**src/rtl/rom_cmd_seq.sv**
```systemverilog
// rom_cmd_seq
//   Runs a rom_seq instance as a command script. On start it rewinds the ROM,
//   then fetches one word at a time and executes it:
//     opcode 00 SEND  - present payload on out_data with valid/ready handshake
//     opcode 01 WAIT  - idle for payload+1 ticks
//     opcode 10 END   - stop
//     opcode 11       - reserved: flag error and stop
//   Running off the end of the ROM (rom_empty) is an implicit END.
//
//   Optional feature macro: ROM_CMD_SEQ_PRESCALE_EN
//     When defined, a WAIT tick is issued every PRESCALE clocks instead of
//     every clock, so WAIT n lasts (n+1)*PRESCALE cycles.
//
// Ports
//   clock      in   system clock
//   reset      in   asynchronous active-high reset
//   start      in   begin/restart the script (only honoured in IDLE/DONE)
//   rom_rewind out  one-cycle pulse to rom_seq.reset
//   rom_get    out  fetch strobe to rom_seq.get
//   rom_empty  in   rom_seq.empty
//   rom_data   in   rom_seq.out, valid the cycle after an accepted get
//   out_data   out  SEND payload (W-2 bits)
//   out_valid  out  SEND payload valid
//   out_ready  in   target accepts payload
//   busy       out  high in every state except IDLE/DONE
//   done       out  high while in DONE
//   error      out  sticky reserved-opcode flag, cleared by reset or start
module rom_cmd_seq #(
  parameter int W        = 16,
  parameter int PRESCALE = 1000
) (
  input  logic         clock,
  input  logic         reset,
  input  logic         start,
  output logic         rom_rewind,
  output logic         rom_get,
  input  logic         rom_empty,
  input  logic [W-1:0] rom_data,
  output logic [W-3:0] out_data,
  output logic         out_valid,
  input  logic         out_ready,
  output logic         busy,
  output logic         done,
  output logic         error
);

  localparam int P = W - 2;

  typedef enum logic [2:0] {
    S_IDLE,
    S_REWIND,
    S_FETCH,
    S_DECODE,
    S_SEND,
    S_WAIT,
    S_DONE
  } state_t;

  state_t         state, state_next;
  logic [P-1:0]   out_data_next;
  logic           out_valid_next;
  logic           error_next;
  logic           done_next;
  logic [P-1:0]   wait_cnt, wait_cnt_next;
  logic           tick;

  logic [1:0]     opcode;
  logic [P-1:0]   payload;

  assign opcode  = rom_data[W-1:W-2];
  assign payload = rom_data[P-1:0];

`ifdef ROM_CMD_SEQ_PRESCALE_EN
  localparam int PW = (PRESCALE > 1) ? $clog2(PRESCALE) : 1;

  logic [PW-1:0] pre_cnt, pre_cnt_next;

  // Tick when the prescaler is about to wrap back to 0.
  assign tick = (pre_cnt == PW'(PRESCALE - 1));

  always_comb begin
    pre_cnt_next = pre_cnt;
    if (state == S_DECODE) begin
      pre_cnt_next = '0;
    end else if (state == S_WAIT) begin
      pre_cnt_next = tick ? '0 : pre_cnt + PW'(1);
    end
  end

  always_ff @(posedge clock or posedge reset) begin
    if (reset) begin
      pre_cnt <= '0;
    end else begin
      pre_cnt <= pre_cnt_next;
    end
  end
`else
  assign tick = 1'b1;
`endif

  // Strobes decoded straight from state. rom_get is qualified by rom_empty so
  // a get is never issued against an exhausted ROM.
  assign rom_rewind = (state == S_REWIND);
  assign rom_get    = (state == S_FETCH) && !rom_empty;
  assign busy       = (state != S_IDLE) && (state != S_DONE);

  always_comb begin
    state_next     = state;
    out_data_next  = out_data;
    out_valid_next = out_valid;
    wait_cnt_next  = wait_cnt;
    error_next     = error;

    case (state)
      S_IDLE, S_DONE: begin
        if (start) begin
          state_next = S_REWIND;
          error_next = 1'b0;
        end
      end

      S_REWIND: state_next = S_FETCH;

      S_FETCH: begin
        state_next = rom_empty ? S_DONE : S_DECODE;
      end

      S_DECODE: begin
        case (opcode)
          2'b00: begin
            out_data_next  = payload;
            out_valid_next = 1'b1;
            state_next     = S_SEND;
          end
          2'b01: begin
            wait_cnt_next = payload;
            state_next    = S_WAIT;
          end
          2'b10: state_next = S_DONE;
          default: begin
            error_next = 1'b1;
            state_next = S_DONE;
          end
        endcase
      end

      S_SEND: begin
        // out_valid is always high in SEND, so ready alone completes it.
        if (out_ready) begin
          out_valid_next = 1'b0;
          state_next     = S_FETCH;
        end
      end

      S_WAIT: begin
        if (tick) begin
          if (wait_cnt == '0) begin
            state_next = S_FETCH;
          end else begin
            wait_cnt_next = wait_cnt - P'(1);
          end
        end
      end

      default: state_next = S_IDLE;
    endcase

    // done is registered but tracks the state exactly.
    done_next = (state_next == S_DONE);
  end

  always_ff @(posedge clock or posedge reset) begin
    if (reset) begin
      state     <= S_IDLE;
      out_data  <= '0;
      out_valid <= 1'b0;
      wait_cnt  <= '0;
      error     <= 1'b0;
      done      <= 1'b0;
    end else begin
      state     <= state_next;
      out_data  <= out_data_next;
      out_valid <= out_valid_next;
      wait_cnt  <= wait_cnt_next;
      error     <= error_next;
      done      <= done_next;
    end
  end

endmodule
```
**config.mk**
```make
export PLATFORM = sky130hd
export DESIGN_NAME = rom_cmd_seq
export DESIGN_NICKNAME = d
export VERILOG_FILES = /design/src/rtl/rom_cmd_seq.sv
export SDC_FILE = /design/constraint.sdc
export NUM_CORES = 1
export LEC_CHECK = 0
export ABC_CLOCK_PERIOD_IN_PS = 2800
export CAP_MARGIN = 20
export CORE_ASPECT_RATIO = 1.5
export CORE_MARGIN = 10
export CORE_UTILIZATION = 50
export DETAILED_ROUTE_END_ITERATION = 10
export MAX_ROUTING_LAYER = met4
export PLACE_DENSITY = 0.79
export SKIP_CTS_REPAIR_TIMING = 1
export SYNTH_ARGS = -nofsm -noshare
export SYNTH_HDL_FRONTEND = slang
export SYNTH_SLANG_ARGS = --single-unit
```
**constraint.sdc**
```tcl
create_clock -name clock -period 2.8 [get_ports clock]
set_clock_uncertainty 0.15 [all_clocks]
set_input_delay 0.28 -clock clock [delete_from_list [all_inputs] [get_ports clock]]
set_output_delay 0.28 -clock clock [all_outputs]
set_load 0.005 [all_outputs]
```
Word-level counts from Yosys, hierarchy flattened

Cells that the tools add are included.

$add $sub $neg: 1
Multipliers: 0
Divide/modulo/power cells: 0
Magnitude comparators: 0
Equal/unequal tests: 16
Shifts and indexed selects: 0
Muxes and demuxes: 15
Bitwise operators: 0
Reduce and logical (&&, ||, !) cells: 16

Operator list:

| operator                                                             | number |
|---|---|
| 14-bit two-way mux                                                   | 2 |
| 14-bit case mux with 2 select lines                                  | 1 |
| 3-bit case mux with 6 select lines                                   | 1 |
| 14-bit zero test                                                     | 1 |
| 14-bit by 1-bit subtractor with 14-bit output, second input constant | 1 |
| 3-bit == test, second input constant                                 | 4 |
| 3-bit two-way mux                                                    | 4 |
| 2-bit != test, second input constant                                 | 6 |
| 3-bit AND reduction                                                  | 3 |
| 3-bit by 2-bit == test with 1-bit output, second input constant      | 2 |
| 2-bit nonzero test                                                   | 3 |
| 1-bit two-way mux                                                    | 4 |
| 1-bit case mux with 2 select lines                                   | 2 |
| 2-bit case mux with 2 select lines                                   | 1 |
| 3-bit by 1-bit == test with 1-bit output, second input constant      | 1 |
| 3-bit zero test                                                      | 1 |
| 3-bit != test, second input constant                                 | 1 |
| 3-bit nonzero test                                                   | 1 |
| 3-bit OR reduction                                                   | 1 |
| 2-bit by 1-bit == test with 1-bit output, second input constant      | 1 |
| 2-bit == test, second input constant                                 | 1 |
| 1-bit logical AND                                                    | 2 |
| 2-bit zero test                                                      | 1 |
| 2-bit AND reduction                                                  | 1 |
| 2 further kinds                                                      | 2 |

Register bits: 34
Bits in latches: 0
Bits in writable memories: 0
Bits in read-only memories: 0
Word-level logic and storage cells: 54
Memories: 0

Logic depth before layout (Yosys ltp)

Gate-level depths: netlist (run 1).

Depth in word-level cells: 4
Depth in mapped cells: 8
Depth with buffers taken out: 6

Worst setup path after synthesis (run 1)

Ideal clock, no wire load.

Path kind: flip-flop to flip-flop
Start point: register wait_cnt[0]
End point: register wait_cnt[10]
Data arrival time: 1635 ps
Data required time: 2501 ps
Path slack: 866 ps
Cell stages (with the launch flop): 8
Buffers on the path: 1
Clock period less this slack: 1934 ps
Path through: dfrtp_1 inv_1 ha_1 nor3b_1 and4_1 buf_6 nor2_1 o221ai_1

Word-level cells in the longest chain between the ends: 3
Elaborated cells between the ends (all ways): 6
Those cells by class: 1 x add/sub; 1 x eq/ne; 2 x mux; 2 x reduce/logical

Ends and longest elaborated chain:

| item                                                                                     | RTL line | text |
|---|---|---|
| start, declared                                                                          | 64       | `logic [P-1:0] wait_cnt, wait_cnt_next;` |
| start signal, assigned                                                                   | 184      | `wait_cnt <= wait_cnt_next;` |
| 14-bit by 1-bit subtractor with 14-bit output / 14-bit zero test (equally long branches) | 160, 157 |  |
| 14-bit two-way mux / 2-bit != test (equally long branches)                               | -        |  |
| 14-bit case mux with 2 select lines / 3-bit AND reduction (equally long branches)        | -        |  |

Parallel ways exist; a longest one is shown, timed or not. The select of a mux whose other input is x is not followed.
A chain may end at the register's enable or synchronous reset.

Final worst setup path (run 1)

Start point: register state[1]
End point: register wait_cnt[10]

Word-level cells in the longest chain between the ends: 3
Elaborated cells between the ends (all ways): 7
Those cells by class: 4 x eq/ne; 1 x mux; 2 x reduce/logical

Ends and longest elaborated chain:

| item                                                                             | RTL line | text |
|---|---|---|
| start, declared                                                                  | 59       | `state_t state, state_next;` |
| start signal, assigned                                                           | 181      | `state <= state_next;` |
| 3-bit by 2-bit == test with 1-bit output / 3-bit == test (equally long branches) | 114      | `case (state)` |
| 2-bit != test (no source line) / 2-bit nonzero test (equally long branches)      | -        |  |
| 3-bit AND reduction (no source line)                                             | -        |  |

Parallel ways exist; a longest one is shown, timed or not.

==> impl_metrics.yaml, run 1 <==
drt:
  wl_per_cell_um: 18.0
  first_iter_violations: 95
  postRouteAntennaNets: 0
  firstDrtPassIters: 4
  vias: 1646
  drc: 0
  wl_mm: 4.81
  viasPerCell: 6.14
sta:
  fmax_mhz: 426
  finalHoldViolCount: 0
  relSlewSlack: 0.538
  setup_violations: 0
  final.setup.tns_ns: 0
  period_needed_ns: 2.35
  slew_viol_final: 0
  worst_slew_pin_slew_ns: 0.690
  fin_crit_sh: 0.838
  rsz0062_at_grt: "no"
run_status:
  outcome: "completed"
worst_setup_path:
  r2r-start: "state[1]"
  start_kind: "flop"
  cp_cell_sequence: "nand3b_1 -> nor2_1 -> o221ai_1"
  rr_endpoint: "wait_cnt[10]"
  cp.buffers_inverters: 0
  slowest_stage: "nor2_1"
  arrival_ns: 2.33
  path_class: "flop to flop"
  end_kind: "flop"
  critPathTopFamily: "simple AND/OR/NAND/NOR gates"
  rr_worst_depth: 3
  cp_max_fo: 16
  r2r_slack_ns: 0.45
  required_ns: 2.78
  critPathMaxStageDelay_ns: 0.72
power_and_ir_drop:
  power.density_nw_per_um2: 986
  peakVddDrop_mv: 0.677
  power_mw: 2.37
  power.static_leakage_nw: 0.993
die:
  num_rows: 27
  die-area_um2: 6750
  start_util: 0.519
  die_width_um: 70.5
  core_um2: 3680
  die_h_um: 95.7
  io_pins: 41
finish:
  layout-drive-gt1-share: 0.151
  diodes: 0
  fillers: 302
  nets: 248
  fin_area_um2: 2400
  area_growth_pct: 25.8
clock_network:
  clk_latency_ns: 0.29
  ctsLongestPathBuffers: 2
  cts-root-buf: "clkbuf_8"
  numCtsBuffers: 5
  htree_levels: 2
  cts_tree: "yes"
  path_clk_slew_ns: 0.07
  clock_sinks: 34
yosys:
  synth_cell_types: 48
  synth_nets: 208
  async_flop_share: 1.00
  synthFlopType: "dfrtp_1"
  synth_seq_area_share: 0.445
  synth_area_per_cell_um2: 10.3
  ys_ff_latch: 34
  syn_inst: 185
  ys_warn_count: 0
  syn_area_um2: 1910
  synth_edf_count: 0
placement:
  io_buffers: 40
  gp_congestion: 0.867
  dpl-instance-area_um2: 2330
  place_hpwl_mm: 3.60
job:
  cap_violations: 0
global_route:
  grt_max_degree: 35
  antenna_found_initial: 0
  grt_pass1_vias: 1727
  grt_util_all_layers: 0.149
  gr-total-overflow: 0
  grt_first_pass_wirelength_mm: 7.91
min_path:
  hp-class: "input port to async pin"
worst max path at each step:
stage	slack, ns	endpoint	depth (start not counted)	startpoint
after CTS	0.49	wait_cnt[10]	3	state[1]
after global routing	0.31	wait_cnt[4]	3	state[1]
after floorplan	0.87	wait_cnt[10]	7	wait_cnt[0]
after global placement	0.58	wait_cnt[12]	5	rom_data[15]
final	0.45	wait_cnt[10]	3	state[1]
after detailed placement	0.48	wait_cnt[10]	3	state[1]
worst register-to-register path, cell delays in order (launching register included):
cell      delay [ns]
dfrtp_1         0.51
nand3b_1        0.57
nor2_1          0.72
o221ai_1        0.24
state kept, by name, indices dropped and copies added, names as in the netlist:
| signal | cells |
|---|---|
| out_data | 14 |
| done | 1 |
| error | 1 |
| wait_cnt | 14 |
| out_valid | 1 |
| state | 3 |
per-stage QoR:
| step | hold slack [ns] | instances | utilization | worst slack (ns) |
|---|---|---|---|---|
| after floorplan | 0.233 | 185 | - | 0.866 |
| after global placement | 0.338 | 261 | 0.632 | 0.578 |
| after detailed placement | 0.344 | 261 | 0.632 | 0.478 |
| after CTS | 0.258 | 268 | 0.653 | 0.487 |
| after global routing | 0.297 | 268 | 0.653 | 0.310 |
| final | 0.236 | 268 | 0.653 | 0.454 |
per-layer routing:
layer / global-route usage / part of all wire / routed length (um)
met5: - / 0 / 0
met4: 0.0858 / 0.040 / 191
met3: 0.0474 / 0.059 / 286
met2: 0.260 / 0.52 / 2520
met1: 0.143 / 0.38 / 1810
final cells by class:
class,count,area (um^2),share of cell area
inverter,7,26.3,0.0109
clock buffer,7,76.3,0.0317
timing repair buffer,44,430,0.179
multi-input combinational,133,967,0.402
tap,43,53.8,0.0224
sequential,34,851,0.354
synthesized netlist by cell type, types with 4 or more instances:
master	number	area (um^2)
a21oi_1	6	30.0
a31oi_1	5	31.3
clkbuf_1	4	15.0
dfrtp_1	34	851
inv_1	7	26.3
mux2_2	14	158
nand2_1	21	78.8
nand2b_1	4	25.0
nand3_1	5	25.0
nor2_1	12	45.0
nor3_1	6	30.0
o211ai_1	4	30.0
o21ai_0	6	30.0
o221ai_1	4	35.0
o221ai_2	4	60.1
cells in the final DEF, fill, tap and decap left out, types with 4 or more instances in the layout:
cell type / n
o21ai_0: 6
o221ai_2: 4
dfrtp_1: 34
nor2_1: 12
inv_1: 7
nand2_1: 21
o221ai_1: 4
a21oi_1: 6
clkdlybuf4s50_1: 40
nor3_1: 6
clkbuf_8: 5
buf_4: 4
nand3_1: 5
o211ai_1: 4
nand2b_1: 4
mux2_2: 14
a31oi_1: 5
power by group:
part | total (mW) | internal (mW) | switching (mW)
sequential | 0.989 | 0.729 | 0.260
clock | 0.339 | 0.171 | 0.168
combinational | 1.04 | 0.599 | 0.444
total | 2.37 | 1.50 | 0.872
cells by family after synthesis:
| family | after synthesis | share of synthesized area |
|---|---|---|
| XOR/XNOR | 1 | 0.00458 |
| AO/OA/AOI/OAI | 47 | 0.196 |
| AND/OR/NAND/NOR | 66 | 0.192 |
| adder cells (fa/ha/maj) | 2 | 0.0131 |
| buffers and inverters | 18 | 0.0491 |
| flip-flops | 34 | 0.445 |
| multiplexers | 17 | 0.101 |
(Power assumes the default switching activity.)
==> run 2: changes to the inputs <==
--- a/config.mk
+++ b/config.mk
@@ -5,14 +5,14 @@
 export SDC_FILE = /design/constraint.sdc
 export NUM_CORES = 1
 export LEC_CHECK = 0
-export ABC_CLOCK_PERIOD_IN_PS = 2800
+export ABC_CLOCK_PERIOD_IN_PS = 1900
 export CAP_MARGIN = 20
 export CORE_ASPECT_RATIO = 1.5
 export CORE_MARGIN = 10
-export CORE_UTILIZATION = 50
+export CORE_UTILIZATION = 46
 export DETAILED_ROUTE_END_ITERATION = 10
 export MAX_ROUTING_LAYER = met4
-export PLACE_DENSITY = 0.79
+export PLACE_DENSITY = 0.76
 export SKIP_CTS_REPAIR_TIMING = 1
 export SYNTH_ARGS = -nofsm -noshare
 export SYNTH_HDL_FRONTEND = slang
==> constraint.sdc (replaced) <==
create_clock -name clock -period 1.9 [get_ports clock]
set_clock_uncertainty 0.15 [all_clocks]
set_input_delay 0.19 -clock clock [delete_from_list [all_inputs] [get_ports clock]]
set_output_delay 0.19 -clock clock [all_outputs]
set_load 0.005 [all_outputs]
==> run 2 against run 1 <==
  * Critical path type unchanged
  * Sequential power is 40% higher
  * Sequential cell count stayed put
  * Routed wire length is 1.8% lower
  * Critical endpoint is now wait_cnt[6]
  * Largest cell class unchanged
  * Critical path depth is 3 higher
  * Final cell count is 6.7% higher
  * Non-clock buffer count is 17 higher
  * Global-route usage is 0.97 points lower
  * Combinational power is 74% higher
  * Register-to-register slack worse by 0.38 ns
  * Worst hold slack worse by 0.094 ns
  * Utilization is 0.83 points lower
==> impl_metrics.yaml, run 2 (synthesized netlist as in run 1, its figures left out) <==
worst_setup_path:
  arrival_ns: 1.83
  critPathTopFamily: "simple AND/OR/NAND/NOR gates"
  required_ns: 1.90
  slowest_stage: "dfrtp_1"
  end_kind: "flop"
  start_kind: "flop"
  r2r_slack_ns: 0.07
  cp_cell_sequence: "inv_1 -> ha_1 -> nor3b_1 -> and4_4 -> o21a_4 -> o221ai_2"
  critPathMaxStageDelay_ns: 0.38
  path_class: "flop to flop"
  cp.buffers_inverters: 1
  cp_max_fo: 12
power_and_ir_drop:
  power.static_leakage_nw: 1.13
  power_mw: 3.71
  power.density_nw_per_um2: 1440
  peakVddDrop_mv: 0.952
drt:
  firstDrtPassIters: 6
  drc: 0
  wl_mm: 4.73
  first_iter_violations: 77
  viasPerCell: 5.87
  vias: 1680
  wl_per_cell_um: 16.5
  postRouteAntennaNets: 0
die:
  num_rows: 28
  die_width_um: 72.6
  die_h_um: 99.0
  io_pins: 41
  start_util: 0.479
  die-area_um2: 7190
  core_um2: 3990
finish:
  diodes: 0
  area_growth_pct: 34.7
  largestRegisters: "out_data (14), wait_cnt (14), state (3)"
  layout_commonest_cell: "clkdlybuf4s50_1"
  fin_cells: 286
  nets: 265
  layout-drive-gt1-share: 0.232
  most-common-layout-cells: "clkdlybuf4s50_1 (37), dfrtp_1 (33), nand2_1 (21)"
global_route:
  grt_first_pass_wirelength_mm: 7.87
  gr-total-overflow: 0
  antenna_found_initial: 0
  grt_pass1_vias: 1691
  grt_max_degree: 35
  grt_util_all_layers: 0.140
clock_network:
  path_clk_slew_ns: 0.07
  clock_sinks: 34
  ctsLongestPathBuffers: 2
  cts-root-buf: "clkbuf_8"
  htree_levels: 2
  numCtsBuffers: 5
  cts_tree: "yes"
  clk_latency_ns: 0.29
sta:
  relSlewSlack: 0.707
  period_needed_ns: 1.83
  slew_viol_final: 0
  worst_slew_pin_slew_ns: 0.439
  final.setup.tns_ns: 0
  fmax_mhz: 547
  setup_violations: 0
  finalHoldViolCount: 0
  fin_crit_sh: 0.963
  fin_hold_ws_ns: 0.141
placement:
  gp_congestion: 0.882
  place_inst: 280
  io_buffers: 40
  place_hpwl_mm: 3.53
job:
  cap_violations: 0
run_status:
  outcome: "completed"
min_path:
  hp-class: "input port to async pin"
## run 2: metrics by stage
step                area (um^2)  setup slack (ns)  utilization
finish                     2570            0.0707        0.645
global route               2570          -0.00822        0.645
CTS                        2560           -0.0708        0.640
detailed placement         2470           -0.0229        0.619
global placement           2470           0.00569        0.619
floorplan                  1910            0.0850            -
## run 2: where the power goes
group | switching [mW] | internal (mW) | leakage [nW] | total (mW)
logic | 0.774 | 1.03 | 0.674 | 1.81
clock network | 0.250 | 0.279 | 0.0431 | 0.529
registers | 0.299 | 1.08 | 0.409 | 1.38
## run 2: per-layer routing
layer | global-route usage | share of wire | vias up
met5 | - | 0 | -
met4 | 0.0748 | 0.028 | 0
met3 | 0.0341 | 0.063 | 11
met2 | 0.221 | 0.51 | 57
met1 | 0.156 | 0.40 | 811
li1 | - | - | 801
## run 2: layout make-up
class / count / area (um^2)
fill: 347 / 1420
multi-input combinational: 133 / 980
sequential: 34 / 852
timing repair buffer: 61 / 578
clock buffer: 6 / 82.6
tap: 45 / 56.3
inverter: 7 / 26.3
## run 2: path summary, 6_finish.rpt
path                             startpoint          end  cells past startpoint
worst max-delay path            wait_cnt[0]  wait_cnt[6]                      6
worst min-delay path                  reset         done                      3
worst min register to register  out_data[9]  out_data[9]                      1
min in group clock              out_data[9]  out_data[9]                      1
worst max register to register  wait_cnt[0]  wait_cnt[6]                      6
max in group asynchronous             reset     state[2]                      3
## run 2: worst reg2reg max path: stages (launching register included)
cell      delay (ns)
dfrtp_1         0.38
inv_1           0.08
ha_1            0.14
nor3b_1         0.23
and4_4          0.32
o21a_4          0.25
o221ai_2        0.14
==> run 3: changes to the inputs <==
--- a/config.mk
+++ b/config.mk
@@ -11,6 +11,7 @@
 export CORE_MARGIN = 10
 export CORE_UTILIZATION = 46
 export DETAILED_ROUTE_END_ITERATION = 10
+export GPL_ROUTABILITY_DRIVEN = 0
 export MAX_ROUTING_LAYER = met4
 export PLACE_DENSITY = 0.76
 export SKIP_CTS_REPAIR_TIMING = 1
==> results of run 3 <==
No change in the layout: final DEF, timing and power equal those of run 2.
